<file path="config.mk">
export PLATFORM = sky130hd
export DESIGN_NAME = lbist_sequencer
export DESIGN_NICKNAME = d
export VERILOG_FILES = /design/src/rtl/lbist_sequencer.sv
export SDC_FILE = /design/constraint.sdc
export NUM_CORES = 1
export LEC_CHECK = 0
export ABC_AREA = 1
export BUFFER_PORTS_ARGS = -buffer_cell sky130_fd_sc_hd__buf_2
export CORE_MARGIN = 2
export CORE_UTILIZATION = 45
export CTS_BUF_LIST = sky130_fd_sc_hd__clkbuf_8
export CTS_CLUSTER_SIZE = 8
export DETAILED_ROUTE_END_ITERATION = 16
export GPL_ROUTABILITY_DRIVEN = 0
export PLACE_DENSITY = 0.8
export SYNTH_ARGS = -nofsm -noshare
export SYNTH_HDL_FRONTEND = slang
export SYNTH_SLANG_ARGS = --single-unit
</file>
<file path="constraint.sdc">
create_clock -name clk_i -period 2.1 [get_ports clk_i]
set_input_delay 0.315 -clock clk_i [delete_from_list [all_inputs] [get_ports clk_i]]
set_output_delay 0.315 -clock clk_i [all_outputs]
set_load 0.01 [all_outputs]
</file>
<file path="src/rtl/lbist_sequencer.sv">
// Logic BIST sequencer: drives seed loading, LFSR shifting, scan capture and
// MISR compaction for a fixed number of seeds and patterns, then compares the
// final signature against a golden value and reports go/no-go.
//
// Handshake: start_i is a level request sampled only in IDLE/DONE; abort_i is
// a synchronous override that wins over everything and returns to IDLE.
module lbist_sequencer #(
   parameter int                CHAIN_LEN    = 24,
   parameter int                PAT_PER_SEED = 200,
   parameter int                SEED_NUM     = 10,
   parameter int                MISR_W       = 16,
   parameter logic [MISR_W-1:0] MISR_GOLD    = '0,
   localparam int               SEED_W       = (SEED_NUM > 1) ? $clog2(SEED_NUM) : 1
) (
   input  logic              clk_i,
   input  logic              rst_ni,
   input  logic              start_i,
   input  logic              abort_i,
   input  logic [MISR_W-1:0] misr_sig_i,
   output logic [SEED_W-1:0] seed_idx_o,
   output logic              lfsr_load_o,
   output logic              lfsr_en_o,
   output logic              misr_clr_o,
   output logic              misr_en_o,
   output logic              test_en_o,
   output logic              test_mode_o,
   output logic              lbist_en_o,
   output logic              busy_o,
   output logic              done_o,
   output logic              go_nogo_o,
   output logic [2:0]        state_o
);

   // Shift counter counts 0..CHAIN_LEN-1; pattern counter must hold PAT_PER_SEED.
   localparam int SHIFT_W = $clog2(CHAIN_LEN);
   localparam int PAT_W   = $clog2(PAT_PER_SEED + 1);

   typedef enum logic [2:0] {
      IDLE    = 3'd0,
      INIT    = 3'd1,
      LOAD    = 3'd2,
      SHIFT   = 3'd3,
      CAPTURE = 3'd4,
      UNLOAD  = 3'd5,
      COMPARE = 3'd6,
      DONE    = 3'd7
   } state_t;

   state_t             state_q, state_d;
   logic [SHIFT_W-1:0] shift_q, shift_d;
   logic [PAT_W-1:0]   pat_q,   pat_d;
   logic [SEED_W-1:0]  seed_q,  seed_d;
   logic               first_q, first_d;  // first SHIFT after INIT: MISR held off
   logic               go_q,    go_d;

   // State and counter registers; reset clears everything asynchronously.
   always_ff @(posedge clk_i or negedge rst_ni) begin
      if (!rst_ni) begin
         state_q <= IDLE;
         shift_q <= '0;
         pat_q   <= '0;
         seed_q  <= '0;
         first_q <= 1'b0;
         go_q    <= 1'b0;
      end else begin
         state_q <= state_d;
         shift_q <= shift_d;
         pat_q   <= pat_d;
         seed_q  <= seed_d;
         first_q <= first_d;
         go_q    <= go_d;
      end
   end

   // Next-state and counter update; abort overrides every state.
   always_comb begin
      state_d = state_q;
      shift_d = shift_q;
      pat_d   = pat_q;
      seed_d  = seed_q;
      first_d = first_q;
      go_d    = go_q;
      if (abort_i) begin
         state_d = IDLE;
         shift_d = '0;
         pat_d   = '0;
         seed_d  = '0;
         first_d = 1'b0;
         go_d    = 1'b0;
      end else begin
         case (state_q)
            IDLE, DONE: begin
               if (start_i) begin
                  state_d = INIT;
                  go_d    = 1'b0;
                  seed_d  = '0;
               end
            end
            INIT: begin
               seed_d  = '0;
               pat_d   = '0;
               shift_d = '0;
               first_d = 1'b1;
               state_d = LOAD;
            end
            LOAD: begin
               shift_d = '0;
               state_d = SHIFT;
            end
            SHIFT: begin
               if (shift_q == SHIFT_W'(CHAIN_LEN - 1)) begin
                  shift_d = '0;
                  first_d = 1'b0;
                  state_d = CAPTURE;
               end else begin
                  shift_d = shift_q + SHIFT_W'(1);
               end
            end
            CAPTURE: begin
               if (int'(pat_q) + 1 < PAT_PER_SEED) begin
                  pat_d   = pat_q + PAT_W'(1);
                  state_d = SHIFT;
               end else begin
                  pat_d = '0;
                  if (int'(seed_q) < SEED_NUM - 1) begin
                     seed_d  = seed_q + SEED_W'(1);
                     state_d = LOAD;
                  end else begin
                     state_d = UNLOAD;
                  end
               end
            end
            UNLOAD: begin
               if (shift_q == SHIFT_W'(CHAIN_LEN - 1)) begin
                  shift_d = '0;
                  state_d = COMPARE;
               end else begin
                  shift_d = shift_q + SHIFT_W'(1);
               end
            end
            COMPARE: begin
               go_d    = (misr_sig_i == MISR_GOLD);
               seed_d  = '0;
               state_d = DONE;
            end
            default: state_d = IDLE;
         endcase
      end
   end

   // Outputs decoded from state and counters only.
   always_comb begin
      busy_o      = (state_q != IDLE) && (state_q != DONE);
      test_mode_o = busy_o;
      lbist_en_o  = busy_o;
      misr_clr_o  = (state_q == INIT);
      lfsr_load_o = (state_q == LOAD);
      lfsr_en_o   = (state_q == SHIFT) || (state_q == UNLOAD);
      test_en_o   = lfsr_en_o;
      misr_en_o   = ((state_q == SHIFT) && !first_q) || (state_q == UNLOAD);
      done_o      = (state_q == DONE);
      go_nogo_o   = go_q;
      seed_idx_o  = seed_q;
      state_o     = state_q;
   end

endmodule

</file>
==> results by group, run 1 <==
Power and ir drop
  – Peak VDD IR: 0.515 mV
  – Sequential power share: 38.8%
  – Int Pwr: 775 uW
  – Comb pwr share: 36.6%
  – Sw Pwr: 487 uW
  – Leak: 0.879 nW
  – Sw Ratio: 38.6%
  – Share of power burned in the clock network: 24.6%
  – Pwr dens: 733 nW/um2

Global routing
  – GRT Overall Usage: 17.9%
  – Vias in the first global route: 1,143
  – Initial antenna violation count: 0
  – Grt ovf: 0
  – First-pass GRT wire length: 4990 um
  – Largest net degree at the start of global routing: 23

Placement
  – IO Port Bufs: 36
  – Detailed placer's ending HPWL: 2330 um
  – Placed Area: 1670 um2

Clock tree
  – Clk buf depth: 2
  – H-tree levels: 1
  – CTS tree: built
  – Root Buffer: clkbuf_8
  – Setup Fix Bufs, Post-CTS: 0
  – Hold-fix buffers at CTS: 0
  – Clock Sinks: 22
  – Reg clk slew, reported paths: 0.08 ns
  – Post-CTS sizing: 0
  – CTS Buf Count: 3
  – Latest clock arrival within the worst-skew pair: 0.26 ns

Timing
  – Period utilization: 81.5%
  – Setup tns final: 0 ns
  – Clock Skews: 0.00136 ns
  – RSZ-0062 raised after global routing: false
  – Slew headroom: 65.1%
  – Setup-failing EPs final: 0
  – Final hold vios: 0
  – Worst-margin pin slew: 0.523 ns
  – Max frequency: 0.584 GHz
  – Final min period: 1.71 ns
  – Final max-slew violation count: 0

Drt
  – WL final: 3090 um
  – DR WL/cell: 10.9 um
  – 1st-iter DRT viols: 53
  – Routed via count: 1,387
  – First-pass detailed-route iteration total: 4
  – Via density per instance: 4.90
  – Drc violations: 0
  – Antenna Violating Nets Remaining: 0

Finish
  – Ant diodes: 0
  – Footprint of the multi-input gates: 768 um2
  – Layout cells sized above 1: 25.1%
  – Nets: 264
  – Cell area after layout: 1720 um2
  – Fillers: 310
  – Synth-to-Final Area Change: 17.1%
  – Seq. cell area: 551 um2

Floorplanning
  – Die height: 61.2 um
  – Initial core utilization: 47.8%
  – Ports: 37
  – Die area: 3740 um2
  – Rows: 20
  – Core area: 3080 um2
  – Die width: 61.2 um

Worst setup path
  – Worst EP required: 1.78 ns
  – Data arrival, critical path: 1.40 ns
  – Worst-path maximum fanout: 8
  – CP Capture Type: output port
  – Reg2reg path depth: 10
  – Startpoint Class: flip-flop
  – Type of the worst setup path: reg2out

Job
  – Max cap viols: 0

Logic synthesis
  – Synth warn: 0
  – Net count after synthesis: 228
  – Synth cell types: 28
  – Syn Inst Count: 204
  – Synth area leader: dfrtp_1
  – Post-synth top area share: 37.4%
  – Netlist Area Pre-Place: 1470 um2
  – Top post-synthesis cells by area: dfrtp_1 (37%), nand2_1 (13%), inv_1 (6.9%)
  – Fraction of the yosys area taken by sequential cells: 37.4%
  – Seq cells post-synth: 22
  – Syn avg cell area: 7.21 um2

Status
  – Status: finished clean

Hold path
  – Worst Hold Class: in2async
[cell type report]
| type | instances | share of cell area (%) |
|---|---|---|
| Clock buffer | 4 | 3.20 |
| Multi-Input combinational cell | 147 | 44.6 |
| Timing Repair Buffer | 36 | 10.5 |
| Inverter | 30 | 6.54 |
| Sequential cell | 22 | 32.0 |
| Tap cell | 44 | 3.20 |
[final timing paths]
path,startpoint,to,slack [ns]
min reg2reg,go_nogo_o$_DFFE_PN0P_,go_nogo_o$_DFFE_PN0P_,0.51
max reg2reg,pat_q[1]$_DFFE_PN0P_,seed_idx_o[3]$_DFFE_PN0P_,0.39
min,rst_ni,state_o[2]$_DFFE_PN0P_,0.01
max,state_o[2]$_DFFE_PN0P_,lbist_en_o,0.39
min in group clk_i,misr_sig_i[6],go_nogo_o$_DFFE_PN0P_,0.34
max in group asynchronous,rst_ni,pat_q[2]$_DFFE_PN0P_,1.73
[cell usage in the layout, fill, tap and decap left out, types with 2 or more instances in the layout]
cell type  instances
xnor2_1            2
inv_2              3
inv_1             27
dfrtp_1           22
nand2_1           51
o21ai_0           12
nor2_1            21
nor4_1             3
a21oi_1            5
ha_1               4
clkbuf_8           4
buf_2             36
nor2_4             2
nand2_2            6
nand4_1           11
nand3_1           13
nor2_2             4
o22ai_1            4
[through the flow]
stage | setup WS, ns | cells | utilization [%] | hold slack [ns] | power [mW]
floorplan | 0.576 | 204 | - | 0.0194 | 0.838
finish | 0.388 | 283 | 55.9 | 0.0122 | 1.26
global route | 0.205 | 283 | 55.9 | 0.0524 | 1.35
detailed placement | 0.401 | 279 | 54.1 | 0.324 | 0.958
global placement | 0.475 | 279 | 54.1 | 0.311 | 0.954
CTS | 0.384 | 283 | 55.9 | 0.0247 | 1.27
[per-layer routing]
layer / vias up / track usage, % / share of wire (%)
met5: - / 0 / 0
met4: 0 / 9.01 / 2.1
met3: 7 / 4.20 / 4.0
met2: 38 / 25.5 / 44
met1: 610 / 25.3 / 50
li1: 732 / - / -
[cell families after synthesis]
| family | after synthesis | synth area share [%] |
|---|---|---|
| XOR/XNOR | 3 | 1.79 |
| adder cells (fa/ha/maj) | 4 | 3.40 |
| buffers and inverters | 35 | 10.3 |
| flip-flops | 22 | 37.4 |
| AND/OR/NAND/NOR | 116 | 37.6 |
| AO/OA/AOI/OAI | 24 | 9.45 |
[cell usage after synthesis]
cell and number:
o31ai_2 1, nand4_1 11, o21ai_2 1, xnor2_1 2, nor4_1 3, dfrtp_1 22
a21boi_0 1, inv_1 27, nand2_2 6, buf_6 1, o21ai_0 12, nand3_4 1
nor2_1 21, inv_2 3, nor2_2 4, nor2_4 2, nor3_1 1, nand2_1 51
buf_2 1, buf_4 3, o22ai_1 4, a21oi_1 5, and2_0 1, xor2_1 1
ha_1 4, or2_2 1, nand3_1 13, nand3_2 1
[power by group through the flow]
| stage | Sequential [mW] | Combinational (mW) | Clock [mW] |
|---|---|---|---|
| detailed placement | 0.498 | 0.460 | 0 |
| CTS | 0.489 | 0.462 | 0.320 |
| floorplan | 0.500 | 0.338 | 0 |
| finish | 0.490 | 0.462 | 0.310 |
| global placement | 0.499 | 0.455 | 0 |
| global route | 0.497 | 0.518 | 0.339 |
[worst max-delay path: stages, from the launching register on]
cell and delay (ns):
dfrtp_1 0.50, inv_2 0.13, o21ai_2 0.24, inv_1 0.11, buf_2 0.15
[sequential cells by signal, summed over array words and instances (netlist names)]
name / count
seed_idx_o: 4
state_o: 3
go_nogo_o: 1
shift_q: 5
first_q: 1
pat_q: 8
No activity file was read; power rests on OpenSTA's default activity.
==> run 2, diff against run 1 <==
==> constraint.sdc (replaced) <==
create_clock -name clk_i -period 1.7 [get_ports clk_i]
set_input_delay 0.255 -clock clk_i [delete_from_list [all_inputs] [get_ports clk_i]]
set_output_delay 0.255 -clock clk_i [all_outputs]
set_load 0.01 [all_outputs]
==> results by group, run 2 (synthesis gave the netlist of run 1 again) <==
Status
  – Status: finished clean

Hold path
  – Worst Hold Class: in2reg

Worst setup path
  – Startpoint Class: flip-flop
  – CP Capture Type: output port
  – Type of the worst setup path: reg2out
  – CP top delay family: flip-flops
  – Data arrival, critical path: 1.38 ns
  – Cells along the critical path: inv_1, nand2_2, nor2_2, nor2_2, inv_1, buf_2
  – Delay of the slowest critical-path stage: 0.44 ns
  – Worst EP required: 1.44 ns
  – Worst-path maximum fanout: 5
  – Worst path bufs/invs: 3
  – CP max stage cell: dfrtp_2

Floorplanning
  – Core area: 3080 um2
  – Die area: 3740 um2
  – Initial core utilization: 47.8%
  – Die height: 61.2 um
  – Die width: 61.2 um
  – Rows: 20
  – Ports: 37

Timing
  – Final hold vios: 0
  – WHS: 0.278 ns
  – Period utilization: 96.3%
  – Final min period: 1.64 ns
  – Max frequency: 0.611 GHz
  – Worst-margin pin slew: 0.497 ns
  – Setup-failing EPs final: 0
  – Final max-slew violation count: 0
  – Clock Skews: 0.00580 ns
  – Slew headroom: 66.9%

Finish
  – Most common cell after layout, fill and taps aside: nand2_1
  – Max reg flops: 8
  – Layout cells sized above 1: 29.9%
  – Ant diodes: 0
  – Fillers: 278
  – Nets: 270
  – Seq. cell area: 554 um2
  – Synth-to-Final Area Change: 23.1%
  – Footprint of the multi-input gates: 821 um2
  – Core Util, Final: 58.8%
  – Top reg by flops: pat_q
  – Most frequent cells in the layout: nand2_1 (49), buf_2 (36), inv_1 (27), dfrtp_1 (19), nor2_1 (18)
  – Final cell count without fillers: 288

Clock tree
  – Reg clk slew, reported paths: 0.08 ns
  – Root Buffer: clkbuf_8
  – Clock Sinks: 22
  – CTS Buf Count: 3
  – H-tree levels: 1
  – Clk buf depth: 2
  – CTS tree: built
  – Latest clock arrival within the worst-skew pair: 0.26 ns

Power and ir drop
  – Leak: 0.891 nW
  – Peak VDD IR: 0.717 mV
  – Pwr dens: 864 nW/um2

Global routing
  – Grt ovf: 0
  – GRT Overall Usage: 18.0%
  – First-pass GRT wire length: 5120 um
  – Initial antenna violation count: 0
  – Largest net degree at the start of global routing: 23
  – Vias in the first global route: 1,183

Drt
  – Antenna Violating Nets Remaining: 0
  – WL final: 3170 um
  – Drc violations: 0
  – First-pass detailed-route iteration total: 4
  – Via density per instance: 4.96
  – 1st-iter DRT viols: 45
  – DR WL/cell: 11.0 um
  – Routed via count: 1,428

Placement
  – Post-Place Cells: 280
  – IO Port Bufs: 36
  – Detailed placer's ending HPWL: 2340 um

Job
  – Max cap viols: 0
[run 2: stage by stage]
step | setup TNS (ns) | setup WS [ns] | total power, mW | area [um2]
global placement | 0 | 0.0782 | 1.18 | 1670
detailed placement | 0 | 0.0208 | 1.19 | 1670
floorplan | 0 | 0.176 | 1.04 | 1470
CTS | 0 | 0.00103 | 1.52 | 1730
finish | 0 | 0.0629 | 1.56 | 1810
global route | -0.237 | -0.0496 | 1.67 | 1810
[run 2: final cells by class]
type	instances	area share, %
repair buffers	41	12.2
well taps	44	3.04
multi-input cells	148	45.4
flip-flops and latches	22	30.6
inverters	30	6.50
clock buffers	3	2.28
[run 2: power by group]
| group | switching, mW | leakage (nW) | internal, mW |
|---|---|---|---|
| clock network | 0.163 | 0.0216 | 0.158 |
| registers | 0.0500 | 0.300 | 0.563 |
| logic | 0.409 | 0.570 | 0.220 |
| total | 0.622 | 0.891 | 0.942 |
[run 2: what timing repair did]
item	CTS	global route
setup buffers	0	3
endpoints found under the setup margin	0	19
hold endpoints to repair	22	0
hold buffers	1	0
resized for setup	0	17
[run 2: worst paths after layout]
kind,startpoint,to,slack (ns),depth (start not counted)
worst max register to register,pat_q[1]$_DFFE_PN0P_,state_o[0]$_DFFE_PN0P_,0.08,12
worst max-delay path,state_o[1]$_DFFE_PN0P_,lfsr_en_o,0.06,6
worst min register to register,go_nogo_o$_DFFE_PN0P_,go_nogo_o$_DFFE_PN0P_,0.49,2
max in group asynchronous,rst_ni,pat_q[2]$_DFFE_PN0P_,0.84,2
min in group asynchronous,rst_ni,go_nogo_o$_DFFE_PN0P_,0.49,2
worst min-delay path,misr_sig_i[6],go_nogo_o$_DFFE_PN0P_,0.28,4
[run 2: worst register-to-register path: cells and delay by family, from the launching register on]
kind | cells | cell delay (ns)
simple gates | 10 | 0.76
flops | 1 | 0.44
fa+ha+maj | 1 | 0.19
compound gates | 1 | 0.14
[run 2: metal layers]
layer	wire length, um	vias up	GRT usage (%)
li1	-	745	-
met1	1490	635	25.8
met2	1480	46	28.7
met3	183	2	3.78
met4	12	0	2.80
met5	0	-	0
==> run 3, diff against run 2 <==
--- a/config.mk
+++ b/config.mk
@@ -7,6 +7,7 @@
 export LEC_CHECK = 0
 export ABC_AREA = 1
 export BUFFER_PORTS_ARGS = -buffer_cell sky130_fd_sc_hd__buf_2
+export CORE_ASPECT_RATIO = 0.5
 export CORE_MARGIN = 2
 export CORE_UTILIZATION = 45
 export CTS_BUF_LIST = sky130_fd_sc_hd__clkbuf_8
==> results by group, run 3 (synthesis gave the netlist of run 1 again) <==
Power and ir drop
  – Comb pwr share: 37.4%
  – Sw Pwr: 631 uW
  – Peak VDD IR: 0.588 mV
  – Pwr dens: 865 nW/um2
  – Leak: 0.930 nW
  – Sequential power share: 38.4%
  – Share of power burned in the clock network: 24.3%
  – Int Pwr: 973 uW
  – Sw Ratio: 39.3%

Clock tree
  – Reg clk slew, reported paths: 0.08 ns
  – Clk buf depth: 2
  – Root Buffer: clkbuf_8
  – H-tree levels: 1
  – CTS tree: built
  – CTS Buf Count: 3
  – Clock Sinks: 22
  – Latest clock arrival within the worst-skew pair: 0.27 ns

Timing
  – Final max-slew violation count: 0
  – RSZ-0062 raised after global routing: true
  – Worst-margin pin slew: 0.502 ns
  – Slew headroom: 66.5%
  – Final hold vios: 0
  – Period utilization: 94.5%
  – Setup-failing EPs final: 0
  – Max frequency: 0.623 GHz
  – Final min period: 1.61 ns
  – WHS: 0.274 ns
  – Clock Skews: 0.00157 ns

Floorplanning
  – Ports: 37
  – Rows: 14
  – Initial core utilization: 48.0%
  – Die height: 44.4 um
  – Die width: 84.8 um
  – Core area: 3070 um2
  – Die area: 3770 um2

Finish
  – Most frequent cells in the layout: nand2_1 (49), buf_2 (36), inv_1 (25), nor2_1 (19), dfrtp_1 (17)
  – Final cell count without fillers: 292
  – Top reg by flops: pat_q
  – Max reg flops: 8
  – Most common cell after layout, fill and taps aside: nand2_1
  – Synth-to-Final Area Change: 26.2%
  – Layout cells sized above 1: 33.3%
  – Ant diodes: 0
  – Nets: 277

Global routing
  – Initial antenna violation count: 0
  – Grt ovf: 0
  – Vias in the first global route: 1,382
  – First-pass GRT wire length: 5930 um
  – GRT Overall Usage: 19.7%
  – Largest net degree at the start of global routing: 23

Drt
  – First-pass detailed-route iteration total: 4
  – 1st-iter DRT viols: 119
  – Antenna Violating Nets Remaining: 0
  – Routed via count: 1,485
  – WL final: 3630 um
  – Drc violations: 0
  – Via density per instance: 5.09
  – DR WL/cell: 12.4 um

Placement
  – Post-Place Cells: 277
  – Detailed placer's ending HPWL: 2630 um
  – IO Port Bufs: 36

Worst setup path
  – Delay of the slowest critical-path stage: 0.44 ns
  – Data arrival, critical path: 1.35 ns
  – CP top delay family: flip-flops
  – CP max stage cell: dfrtp_2
  – Cells along the critical path: inv_1, nand2_1, nor2_1, nor2_2, inv_2, buf_2
  – Worst EP required: 1.44 ns
  – Worst-path maximum fanout: 5
  – Startpoint Class: flip-flop
  – Worst path bufs/invs: 3
  – CP Capture Type: output port
  – Reg2reg path depth: 12
  – Type of the worst setup path: reg2out
  – Reg2reg end: state_o[0]$_DFFE_PN0P_
  – Setup slack, reg-to-reg: 0.11 ns
  – Reg-to-reg critical path startpoint: pat_q[0]$_DFFE_PN0P_

Job
  – Max cap viols: 0

Hold path
  – Worst Min Path Start: misr_sig_i[0]
  – WHS Path Cells: 4
  – Min-Delay Endpoint: go_nogo_o$_DFFE_PN0P_
  – Worst Hold Class: in2reg

Status
  – Status: finished clean
-- run 3: cell count changes in the layout (fill, tap and decap cells not counted), sizes merged --
cell and change:
buf +7, clkbuf +1
-- run 3: power by group through the flow --
stage | registers (mW) | logic, mW | clock network [mW]
2_1_floorplan | 0.618 | 0.417 | 0
3_3_place_gp | 0.613 | 0.571 | 0
3_5_place_dp | 0.616 | 0.583 | 0
4_1_cts | 0.608 | 0.590 | 0.397
5_1_grt | 0.624 | 0.665 | 0.419
6_report | 0.615 | 0.600 | 0.389
-- run 3: worst reg2reg max path, stage by stage, from the launching register on --
cell,delay (ns)
dfrtp_1,0.42
ha_4,0.17
nand3_1,0.08
o21ai_1,0.12
nand2_1,0.09
nor2_2,0.12
nand2_2,0.11
nand2_2,0.11
nand2_1,0.06
nand2_1,0.05
nand2_1,0.05
nand2_1,0.05
nand2_1,0.05
-- run 3: what timing repair did --
| item | 4_1_cts | 5_1_grt |
|---|---|---|
| hold buffers | 1 | 0 |
| pin swaps | 0 | 3 |
| resized for setup | 3 | 13 |
| setup endpoints to repair | 8 | 18 |
| buffers inserted | 0 | 9 |
| hold endpoints to repair | 22 | 0 |
| cloned | 0 | 1 |
-- run 3: how the worst max path moves through the flow --
stage | from | to | slack [ns] | cells after the start
2_1_floorplan | pat_q[1]$_DFFE_PN0P_ | seed_idx_o[0]$_DFFE_PN0P_ | 0.18 | 10
3_3_place_gp | pat_q[1]$_DFFE_PN0P_ | state_o[0]$_DFFE_PN0P_ | 0.09 | 12
3_5_place_dp | pat_q[1]$_DFFE_PN0P_ | state_o[0]$_DFFE_PN0P_ | -0.04 | 12
4_1_cts | state_o[0]$_DFFE_PN0P_ | lfsr_en_o | 0.03 | 5
5_1_grt | pat_q[4]$_DFFE_PN0P_ | state_o[0]$_DFFE_PN0P_ | -0.08 | 13
6_report | state_o[1]$_DFFE_PN0P_ | lfsr_en_o | 0.09 | 6
-- run 3: metal layers --
layer / wire length [um] / vias to the layer above / global-route usage, %
met1: 1650 / 680 / 26.3
met5: 0 / - / 0
met3: 214 / 2 / 4.85
li1: - / 764 / -
met2: 1750 / 39 / 33.7
met4: 14 / 0 / 3.81
-- run 3: metrics by stage --
stage / util [%] / cell area [um2] / TNS (ns) / setup WS (ns) / total power [mW]
2_1_floorplan: - / 1470 / 0 / 0.176 / 1.04
3_3_place_gp: 54.7 / 1680 / 0 / 0.0930 / 1.18
3_5_place_dp: 54.7 / 1680 / -0.121 / -0.0423 / 1.20
4_1_cts: 57.3 / 1760 / 0 / 0.0261 / 1.60
5_1_grt: 60.5 / 1860 / -0.351 / -0.0848 / 1.71
6_report: 60.5 / 1860 / 0 / 0.0936 / 1.60
-- run 3: cell type report --
class / count / area [um2]
clock buffers: 4 / 55.1
well taps: 40 / 50.0
flip-flops and latches: 22 / 557
fillers: 271 / 1210
inverters: 30 / 115
multi-input cells: 148 / 806
repair buffers: 48 / 273
